<file path="config.mk">
export PLATFORM = sky130hd
export DESIGN_NAME = sht10_responder_flat
export DESIGN_NICKNAME = d
export VERILOG_FILES = /design/src/rtl/sht10_responder_if.sv /design/src/rtl/sht10_responder.sv /design/src/flat_wrapper.sv
export SDC_FILE = /design/constraint.sdc
export NUM_CORES = 1
export LEC_CHECK = 0
export ABC_AREA = 1
export ABC_CLOCK_PERIOD_IN_PS = 4600
export CORE_MARGIN = 3
export CORE_UTILIZATION = 60
export CTS_CLUSTER_DIAMETER = 150
export CTS_CLUSTER_SIZE = 14
export DETAILED_ROUTE_END_ITERATION = 10
export PLACE_DENSITY = 0.83
export SLEW_MARGIN = 20
export SYNTH_ARGS = -nofsm -noshare
export SYNTH_HDL_FRONTEND = slang
export SYNTH_SLANG_ARGS = --single-unit
</file>
<file path="constraint.sdc">
create_clock -name clock -period 4.6 [get_ports clock]
set_input_delay 0.46 -clock clock [delete_from_list [all_inputs] [get_ports clock]]
set_output_delay 0.46 -clock clock [all_outputs]
set_load 0.05 [all_outputs]
</file>
<file path="src/rtl/sht10_responder_if.sv">
// -----------------------------------------------------------------------------
// sht10_responder_if
// Two-wire SCK/SDA link between an SHT10 controller (master) and the sensor-side
// responder (slave).
//   sck_in        : SCK level driven by the master
//   sda_in        : resolved open-drain SDA level (pulled up externally)
//   sda_drive_low : 1 = responder pulls SDA low, 0 = responder releases SDA
// The master side owns the line resolution, so it produces sda_in.
// -----------------------------------------------------------------------------
interface sht10_responder_if;
  logic sck_in;
  logic sda_in;
  logic sda_drive_low;

  modport master (output sck_in, output sda_in, input sda_drive_low);
  modport slave  (input sck_in, input sda_in, output sda_drive_low);
endinterface

</file>
<file path="src/rtl/sht10_responder.sv">
// -----------------------------------------------------------------------------
// sht10_responder
// Sensor-side SHT10 emulator. Detects a Transmission Start, receives an 8-bit
// command, ACKs valid commands, waits a programmable conversion time, signals
// data-ready by pulling SDA low, then shifts out the result MSB/LSB and,
// optionally, a CRC byte.
//
// Ports
//   clock         : system clock
//   reset         : synchronous, active-high reset
//   bus           : SCK/SDA link (slave modport); SCK/SDA are asynchronous
//   temp_value    : 14-bit temperature word returned for command 0x03
//   rh_value      : 12-bit humidity word returned for command 0x05
//   busy          : high whenever the FSM is not IDLE
//   meas_done     : 1-cycle pulse on entry to READY
//   cmd_err       : 1-cycle pulse when an unsupported command was received
//   state         : current FSM state code (debug)
//
// Build option
//   SHT10_RESP_CRC_EN : when defined, a bit-reversed CRC-8 (poly 0x31, init 0)
//                       over cmd/MSB/LSB follows the LSB when the master ACKs it.
//                       When undefined, the frame ends after the LSB ACK slot.
// -----------------------------------------------------------------------------
module sht10_responder #(
  parameter int MEAS_CYC_TEMP = 20000,
  parameter int MEAS_CYC_RH   = 8000,
  parameter int SYNC_STAGES   = 2
) (
  input  logic              clock,
  input  logic              reset,
  sht10_responder_if.slave  bus,
  input  logic [13:0]       temp_value,
  input  logic [11:0]       rh_value,
  output logic              busy,
  output logic              meas_done,
  output logic              cmd_err,
  output logic [3:0]        state
);

  localparam int CNT_MAX = (MEAS_CYC_TEMP > MEAS_CYC_RH) ? MEAS_CYC_TEMP : MEAS_CYC_RH;
  localparam int CNT_W   = (CNT_MAX > 1) ? $clog2(CNT_MAX) : 1;
  localparam logic [CNT_W-1:0] TEMP_LOAD = CNT_W'(MEAS_CYC_TEMP - 1);
  localparam logic [CNT_W-1:0] RH_LOAD   = CNT_W'(MEAS_CYC_RH - 1);

  localparam logic [7:0] CMD_TEMP     = 8'h03;
  localparam logic [7:0] CMD_RH       = 8'h05;
  localparam logic [7:0] CMD_SOFT_RST = 8'h1E;

  typedef enum logic [3:0] {
    S_IDLE    = 4'd0,  S_CMD     = 4'd1,  S_CMD_ACK = 4'd2,  S_MEASURE = 4'd3,
    S_READY   = 4'd4,  S_TX_MSB  = 4'd5,  S_ACK_MSB = 4'd6,  S_TX_LSB  = 4'd7,
    S_ACK_LSB = 4'd8,  S_TX_CRC  = 4'd9,  S_ACK_CRC = 4'd10
  } state_t;

  // Transmission Start tracker: SDA fall (SCK high) -> SCK fall -> SCK rise -> SDA rise.
  typedef enum logic [1:0] {TS_IDLE, TS_ARMED, TS_LOW, TS_HIGH} ts_t;

  // ---------------------------------------------------------------------------
  // Input synchronizers and edge detection
  // ---------------------------------------------------------------------------
  logic [SYNC_STAGES-1:0] sck_sync, sda_sync;
  logic sck_d, sda_d;

  // NOTE: sequential logic uses non-blocking assignments so every flop samples
  // the pre-edge value of its neighbours; the reset here is synchronous, so it
  // lives inside the clocked branch rather than in the sensitivity list.
  always_ff @(posedge clock) begin
    if (reset) begin
      sck_sync <= '0;
      sda_sync <= '1;
      sck_d    <= 1'b0;
      sda_d    <= 1'b1;
    end else begin
      sck_sync <= {sck_sync[SYNC_STAGES-2:0], bus.sck_in};
      sda_sync <= {sda_sync[SYNC_STAGES-2:0], bus.sda_in};
      sck_d    <= sck_sync[SYNC_STAGES-1];
      sda_d    <= sda_sync[SYNC_STAGES-1];
    end
  end

  logic sck_s, sda_s, sck_rise, sck_fall, sda_rise, sda_fall;
  assign sck_s    = sck_sync[SYNC_STAGES-1];
  assign sda_s    = sda_sync[SYNC_STAGES-1];
  assign sck_rise =  sck_s & ~sck_d;
  assign sck_fall = ~sck_s &  sck_d;
  assign sda_rise =  sda_s & ~sda_d;
  assign sda_fall = ~sda_s &  sda_d;

`ifdef SHT10_RESP_CRC_EN
  function automatic logic [7:0] crc8_byte(input logic [7:0] crc_in, input logic [7:0] data);
    logic [7:0] c;
    c = crc_in ^ data;
    for (int i = 0; i < 8; i++) c = c[7] ? ((c << 1) ^ 8'h31) : (c << 1);
    return c;
  endfunction

  function automatic logic [7:0] bitrev8(input logic [7:0] b);
    logic [7:0] r;
    for (int i = 0; i < 8; i++) r[i] = b[7-i];
    return r;
  endfunction
`endif

  // ---------------------------------------------------------------------------
  // State registers
  // ---------------------------------------------------------------------------
  state_t           state_q, state_nxt;
  ts_t              ts_q, ts_nxt;
  logic             ts_start;
  logic [3:0]       bit_cnt_q, bit_cnt_nxt;
  logic [2:0]       idx_q, idx_nxt;
  logic [7:0]       cmd_q, cmd_nxt;
  logic [CNT_W-1:0] meas_cnt_q, meas_cnt_nxt;
  logic [7:0]       msb_q, msb_nxt, lsb_q, lsb_nxt, tx_byte;
  logic             ack_q, ack_nxt, drive_q, drive_nxt;
  logic             meas_done_nxt, cmd_err_nxt;
`ifdef SHT10_RESP_CRC_EN
  logic [7:0]       crc_q, crc_nxt;
`endif

  always_ff @(posedge clock) begin
    if (reset) begin
      state_q    <= S_IDLE;
      ts_q       <= TS_IDLE;
      bit_cnt_q  <= '0;
      idx_q      <= '0;
      cmd_q      <= '0;
      meas_cnt_q <= '0;
      msb_q      <= '0;
      lsb_q      <= '0;
      ack_q      <= 1'b0;
      drive_q    <= 1'b0;
      meas_done  <= 1'b0;
      cmd_err    <= 1'b0;
`ifdef SHT10_RESP_CRC_EN
      crc_q      <= '0;
`endif
    end else begin
      state_q    <= state_nxt;
      ts_q       <= ts_nxt;
      bit_cnt_q  <= bit_cnt_nxt;
      idx_q      <= idx_nxt;
      cmd_q      <= cmd_nxt;
      meas_cnt_q <= meas_cnt_nxt;
      msb_q      <= msb_nxt;
      lsb_q      <= lsb_nxt;
      ack_q      <= ack_nxt;
      drive_q    <= drive_nxt;
      meas_done  <= meas_done_nxt;
      cmd_err    <= cmd_err_nxt;
`ifdef SHT10_RESP_CRC_EN
      crc_q      <= crc_nxt;
`endif
    end
  end

  assign bus.sda_drive_low = drive_q;
  assign busy              = (state_q != S_IDLE);
  assign state             = state_q;

  // ---------------------------------------------------------------------------
  // Transmission Start detector (active in every state)
  // ---------------------------------------------------------------------------
  // NOTE: every signal written in a combinational block gets a default at the
  // top, so no path through the case/if tree can leave it unassigned (no latch).
  always_comb begin
    ts_nxt   = ts_q;
    ts_start = 1'b0;
    if (sda_fall && sck_s) begin
      ts_nxt = TS_ARMED;
    end else begin
      case (ts_q)
        TS_ARMED: if (sck_fall) ts_nxt = TS_LOW;  else if (sda_rise) ts_nxt = TS_IDLE;
        TS_LOW:   if (sck_rise) ts_nxt = TS_HIGH; else if (sda_rise || sda_fall) ts_nxt = TS_IDLE;
        TS_HIGH: begin
          if (sda_rise) begin
            ts_start = 1'b1;
            ts_nxt   = TS_IDLE;
          end else if (sck_fall) begin
            ts_nxt = TS_IDLE;
          end
        end
        default: ts_nxt = TS_IDLE;
      endcase
    end
  end

  // Result bytes as they will be latched when the conversion ends.
  logic [7:0] res_msb, res_lsb;
  assign res_msb = (cmd_q == CMD_TEMP) ? {2'b00, temp_value[13:8]} : {4'h0, rh_value[11:8]};
  assign res_lsb = (cmd_q == CMD_TEMP) ? temp_value[7:0] : rh_value[7:0];

  always_comb begin
    tx_byte = msb_q;
    if (state_q == S_TX_LSB) tx_byte = lsb_q;
`ifdef SHT10_RESP_CRC_EN
    if (state_q == S_TX_CRC) tx_byte = crc_q;
`endif
  end

  // ---------------------------------------------------------------------------
  // Main FSM: next state and outputs
  // ---------------------------------------------------------------------------
  always_comb begin
    state_nxt     = state_q;
    bit_cnt_nxt   = bit_cnt_q;
    idx_nxt       = idx_q;
    cmd_nxt       = cmd_q;
    meas_cnt_nxt  = meas_cnt_q;
    msb_nxt       = msb_q;
    lsb_nxt       = lsb_q;
    ack_nxt       = ack_q;
    drive_nxt     = drive_q;
    meas_done_nxt = 1'b0;
    cmd_err_nxt   = 1'b0;
`ifdef SHT10_RESP_CRC_EN
    crc_nxt       = crc_q;
`endif

    if (ts_start) begin
      // A start aborts whatever frame is in progress.
      state_nxt   = S_CMD;
      bit_cnt_nxt = '0;
      drive_nxt   = 1'b0;
    end else begin
      case (state_q)
        S_CMD: begin
          if (sck_rise && bit_cnt_q != 4'd8) begin
            cmd_nxt     = {cmd_q[6:0], sda_s};
            bit_cnt_nxt = bit_cnt_q + 4'd1;
          end else if (sck_fall && bit_cnt_q == 4'd8) begin
            if (cmd_q == CMD_TEMP || cmd_q == CMD_RH || cmd_q == CMD_SOFT_RST) begin
              drive_nxt = 1'b1;
              state_nxt = S_CMD_ACK;
            end else begin
              cmd_err_nxt = 1'b1;
              state_nxt   = S_IDLE;
            end
          end
        end

        S_CMD_ACK: begin
          if (sck_fall) begin
            drive_nxt = 1'b0;
            if (cmd_q == CMD_SOFT_RST) begin
              state_nxt = S_IDLE;
            end else begin
              state_nxt    = S_MEASURE;
              meas_cnt_nxt = (cmd_q == CMD_TEMP) ? TEMP_LOAD : RH_LOAD;
            end
          end
        end

        S_MEASURE: begin
          if (meas_cnt_q == '0) begin
            msb_nxt       = res_msb;
            lsb_nxt       = res_lsb;
`ifdef SHT10_RESP_CRC_EN
            crc_nxt       = bitrev8(crc8_byte(crc8_byte(crc8_byte(8'h00, cmd_q), res_msb), res_lsb));
`endif
            drive_nxt     = 1'b1;
            meas_done_nxt = 1'b1;
            state_nxt     = S_READY;
          end else begin
            meas_cnt_nxt = meas_cnt_q - CNT_W'(1);
          end
        end

        // MSB bit 7 is always 0, so the data-ready low already presents it.
        S_READY: begin
          if (sck_rise) begin
            state_nxt = S_TX_MSB;
            idx_nxt   = 3'd7;
          end
        end

        S_TX_MSB, S_TX_LSB, S_TX_CRC: begin
          if (sck_fall) begin
            if (idx_q == 3'd0) begin
              drive_nxt = 1'b0;
              case (state_q)
                S_TX_MSB: state_nxt = S_ACK_MSB;
                S_TX_LSB: state_nxt = S_ACK_LSB;
                default:  state_nxt = S_ACK_CRC;
              endcase
            end else begin
              idx_nxt   = idx_q - 3'd1;
              drive_nxt = ~tx_byte[idx_q - 3'd1];
            end
          end
        end

        S_ACK_MSB, S_ACK_LSB, S_ACK_CRC: begin
          if (sck_rise) begin
            ack_nxt = ~sda_s;
          end else if (sck_fall) begin
            state_nxt = S_IDLE;
            drive_nxt = 1'b0;
            if (state_q == S_ACK_MSB && ack_q) begin
              state_nxt = S_TX_LSB;
              idx_nxt   = 3'd7;
              drive_nxt = ~lsb_q[7];
            end
`ifdef SHT10_RESP_CRC_EN
            else if (state_q == S_ACK_LSB && ack_q) begin
              state_nxt = S_TX_CRC;
              idx_nxt   = 3'd7;
              drive_nxt = ~crc_q[7];
            end
`endif
          end
        end

        // IDLE ignores SCK/SDA activity, including the connection-reset clocks.
        default: state_nxt = S_IDLE;
      endcase
    end
  end

endmodule
</file>
<file path="src/flat_wrapper.sv">
// flat-port wrapper written by rule: the top's interface ports become plain ports
module sht10_responder_flat 
#(
  parameter int MEAS_CYC_TEMP = 20000,
  parameter int MEAS_CYC_RH   = 8000,
  parameter int SYNC_STAGES   = 2
)
  (clock, reset, temp_value, rh_value, busy, meas_done, cmd_err, state, bus_sck_in, bus_sda_in, bus_sda_drive_low);
  sht10_responder_if bus_i ();
  input  logic clock;
  input  logic reset;
  input  logic [13:0] temp_value;
  input  logic [11:0] rh_value;
  output logic busy;
  output logic meas_done;
  output logic cmd_err;
  output logic [3:0] state;
  input wire logic [$bits(bus_i.sck_in)-1:0] bus_sck_in;
  input wire logic [$bits(bus_i.sda_in)-1:0] bus_sda_in;
  output wire logic [$bits(bus_i.sda_drive_low)-1:0] bus_sda_drive_low;
  assign bus_i.sck_in = bus_sck_in;
  assign bus_i.sda_in = bus_sda_in;
  assign bus_sda_drive_low = bus_i.sda_drive_low;
  sht10_responder #(.MEAS_CYC_TEMP(MEAS_CYC_TEMP), .MEAS_CYC_RH(MEAS_CYC_RH), .SYNC_STAGES(SYNC_STAGES)) u_core (.clock(clock), .reset(reset), .bus(bus_i), .temp_value(temp_value), .rh_value(rh_value), .busy(busy), .meas_done(meas_done), .cmd_err(cmd_err), .state(state));
endmodule
</file>
==> results.md <==
- Initial core utilization: 0.625
- Most frequent cells in the layout: nand2_1, nor2_1, dfxtp_1, inv_1, a21oi_1
- Most common cell after layout, fill and taps aside: nand2_1
- Post-CTS Resized: 0
- Setup tns final: 0 ns
- Period utilization: 0.489
- CP Buf/Inv Count: 1
- Fraction of the mapped netlist area in simple logic gates: 0.406
- Share of the synthesized area in the top cell type: 0.345
- Clock sinks: 60
- Kind of start point of the critical path: register
- Number of post-CTS setup repair buffers: 0
- Synth warn: 0
- Static leakage: 1.85 nW
- Clk Tree Root Cell: clkbuf_8
- Arr. time, crit path: 1.79 ns
- Final min period: 2.25 ns
- H-tree depth: 3
- Setup CP Type: register to primary output
- Mux cell area share after synthesis: 0
- Share of cells above drive strength 1: 0.0769
- Vias: 3558
- Max-Cap Viols: 0
- Vias per cell: 5.31
- Hold buffers post-CTS: 0
- GRT overflow: 0
- P&R area growth vs syn: 17.8%
- First-pass GRT wire length: 13.9 mm
- Endpoint type of the worst setup path: primary output
- Worst path cell trace: nor2_2, nand3_1, clkdlybuf4s50_1
- Routed wl met3: 516 um
- Max-slew headroom at the worst pin: 0.590
- Adder-cell share of the synthesized area: 0.0359
- Buffers on Ports: 37
- CTS buffer count: 9
- RSZ-0062 raised after global routing: no
- Clock-pin slew on the worst setup and hold paths: 0.08 ns
- Residual DRC: 0
- Clock Skews: 0.0127 ns
- Syn Inst Count: 557
- Largest net degree at the start of global routing: 26
- Nets: 633
- Syn_nets: 597
- Seq cells post-synth: 60
- Worst skew pair latency: 0.34 ns
- Fmax achieved: 445 MHz
- Status: finished, final reports clean
- Final setup viols: 0
- Final Hold Viols: 0
- PwrDens: 351 mW/mm2
- Synth Area per Inst: 6.25 um2
- CP Max Fanout: 7
- Vias in the first global route: 3203
- Initial antenna violation count: 0
- M1 WL: 3.65 mm
- Mapped cell area: 0.00348 mm2
- Die area: 0.00676 mm2
- Die Y: 82.2 um
- Slowest cell delay on critical path: 0.79 ns
- Seq/Total Area, Yosys: 0.345
- TritonCTS clock tree: done
- Synth Area in Compound Gates: 0.102
- Max clock buf depth: 2
- Class of the worst hold path: register to register
- Worst path required time: 4.14 ns
- DP HPWL: 6.19 mm
- DR WL met2: 3.79 mm
- Core Rows: 27
- Initial DRC Count: 198
- Routed WL per cell: 12.3 um
- Area leader, netlist: dfxtp_1
- Drt total wl: 8.22 mm
- Top delay family on crit path: buffers and inverters
- Final antenna-violating net count: 0
- Worst IR drop on VDD: 0.000211 V
- Post-synthesis cell type count: 36
- GRT Total Usage: 0.265
- Final Util: 0.736
- Largest family of logic cells by synthesized area: simple AND/OR/NAND/NOR gates
- Die W: 82.2 um
- Max-slew violations: 0
- Routability cong.: 0.956
- Slowest CP cell: clkdlybuf4s50_1
- Top Metal Used: met4
- Area contributors post-synth: dfxtp_1, nand2_1, nor2_1, inv_1, a21oi_1
- Core Region: 0.00557 mm2
- Post-Synth XOR/XNOR Area: 0.0201
- IO Pins: 38
- Measured slew at the worst slew-check pin: 0.613 ns
- Antenna cells: 0
- Drt first pass iters: 5
## worst register-to-register path: stages, from the launching register on
cell	delay [ns]
dfxtp_1	0.47
nand2_1	0.20
nor2_4	0.39
nand4_2	0.42
inv_1	0.43
nand3_1	0.13
a21oi_1	0.13
## stage by stage
step                cell area (um2)  worst slack [ns]  power [mW]  hold WS, ns  std cells
global placement               3880              2.35       0.914        0.402        654
detailed placement             3880              2.34       0.918        0.397        654
CTS                            4100              2.33        1.45        0.417        670
global route                   4100              2.05        1.53        0.425        670
finish                         4100              2.35        1.44        0.416        670
floorplan                      3480              2.71       0.825        0.388        557
## worst paths after layout
kind | from | endpoint | slack, ns | cells after the start
worst max-delay path | u_core.state[3] | busy | 2.35 | 3
worst min-delay path | u_core.sda_sync[0] | u_core.sda_sync[1] | 0.42 | 1
worst max register to register | u_core.state[1] | u_core.msb_q[5] | 2.35 | 6
worst min register to register | u_core.sda_sync[0] | u_core.sda_sync[1] | 0.42 | 1
## sequential cells by signal, summed over array words and instances (netlist names)
signal,cells
u_core.lsb_q,8
u_core.idx_q,3
u_core.cmd_err,1
u_core.ack_q,1
u_core.cmd_q,8
u_core.meas_done,1
u_core.bus.sda_drive_low,1
u_core.msb_q,6
u_core.ts_q,2
u_core.sck_sync,2
u_core.sda_d,1
u_core.state,4
u_core.sck_d,1
u_core.sda_sync,2
u_core.bit_cnt_q,4
u_core.meas_cnt_q,15
## where the power goes
part | switching [mW] | internal [mW]
clock | 0.225 | 0.307
sequential | 0.0239 | 0.544
combinational | 0.211 | 0.129
total | 0.460 | 0.980
## Yosys cell counts
cell type  number
nor4_1          2
nor3_1          3
clkbuf_1        7
clkinv_1        1
nand2_2         5
inv_4           1
o21ai_1         1
inv_2           4
dfxtp_1        60
inv_1          59
nand3_2         1
a31o_2          1
nor2_4          2
buf_1           1
nor3b_4         1
xnor2_1         5
a21oi_2         2
nand2_4         1
buf_6           2
o211ai_1        1
a21oi_1        40
nand4_1         5
xor2_1          3
nor2_1         71
nand3b_1        1
ha_1           10
nand2_1       192
buf_2           2
o31ai_1         1
nor2_2          5
nand4_2         1
or2_2           5
buf_4           1
o21ai_0        22
nand3_1        37
and3_1          1
## per-layer routing
metal,up-vias,global-route usage
met4,0,0.116
li1,1817,-
met2,138,0.446
met1,1580,0.326
met5,-,0
met3,23,0.0553
## logic make-up after synthesis
kind of cell / after synthesis
simple gates: 333
compound gates: 68
buf+inv: 78
flops: 60
fa+ha+maj: 10
xor+xnor: 8
## layout make-up
class,count,area (um2)
Multi-Input combinational cell,419,1970
Fill cell,484,1470
Sequential cell,60,1200
Timing Repair Buffer,38,378
Inverter,65,246
Clock buffer,9,124
Clock inverter,7,98.8
Tap cell,72,90.1
(Power assumes the default switching activity.)
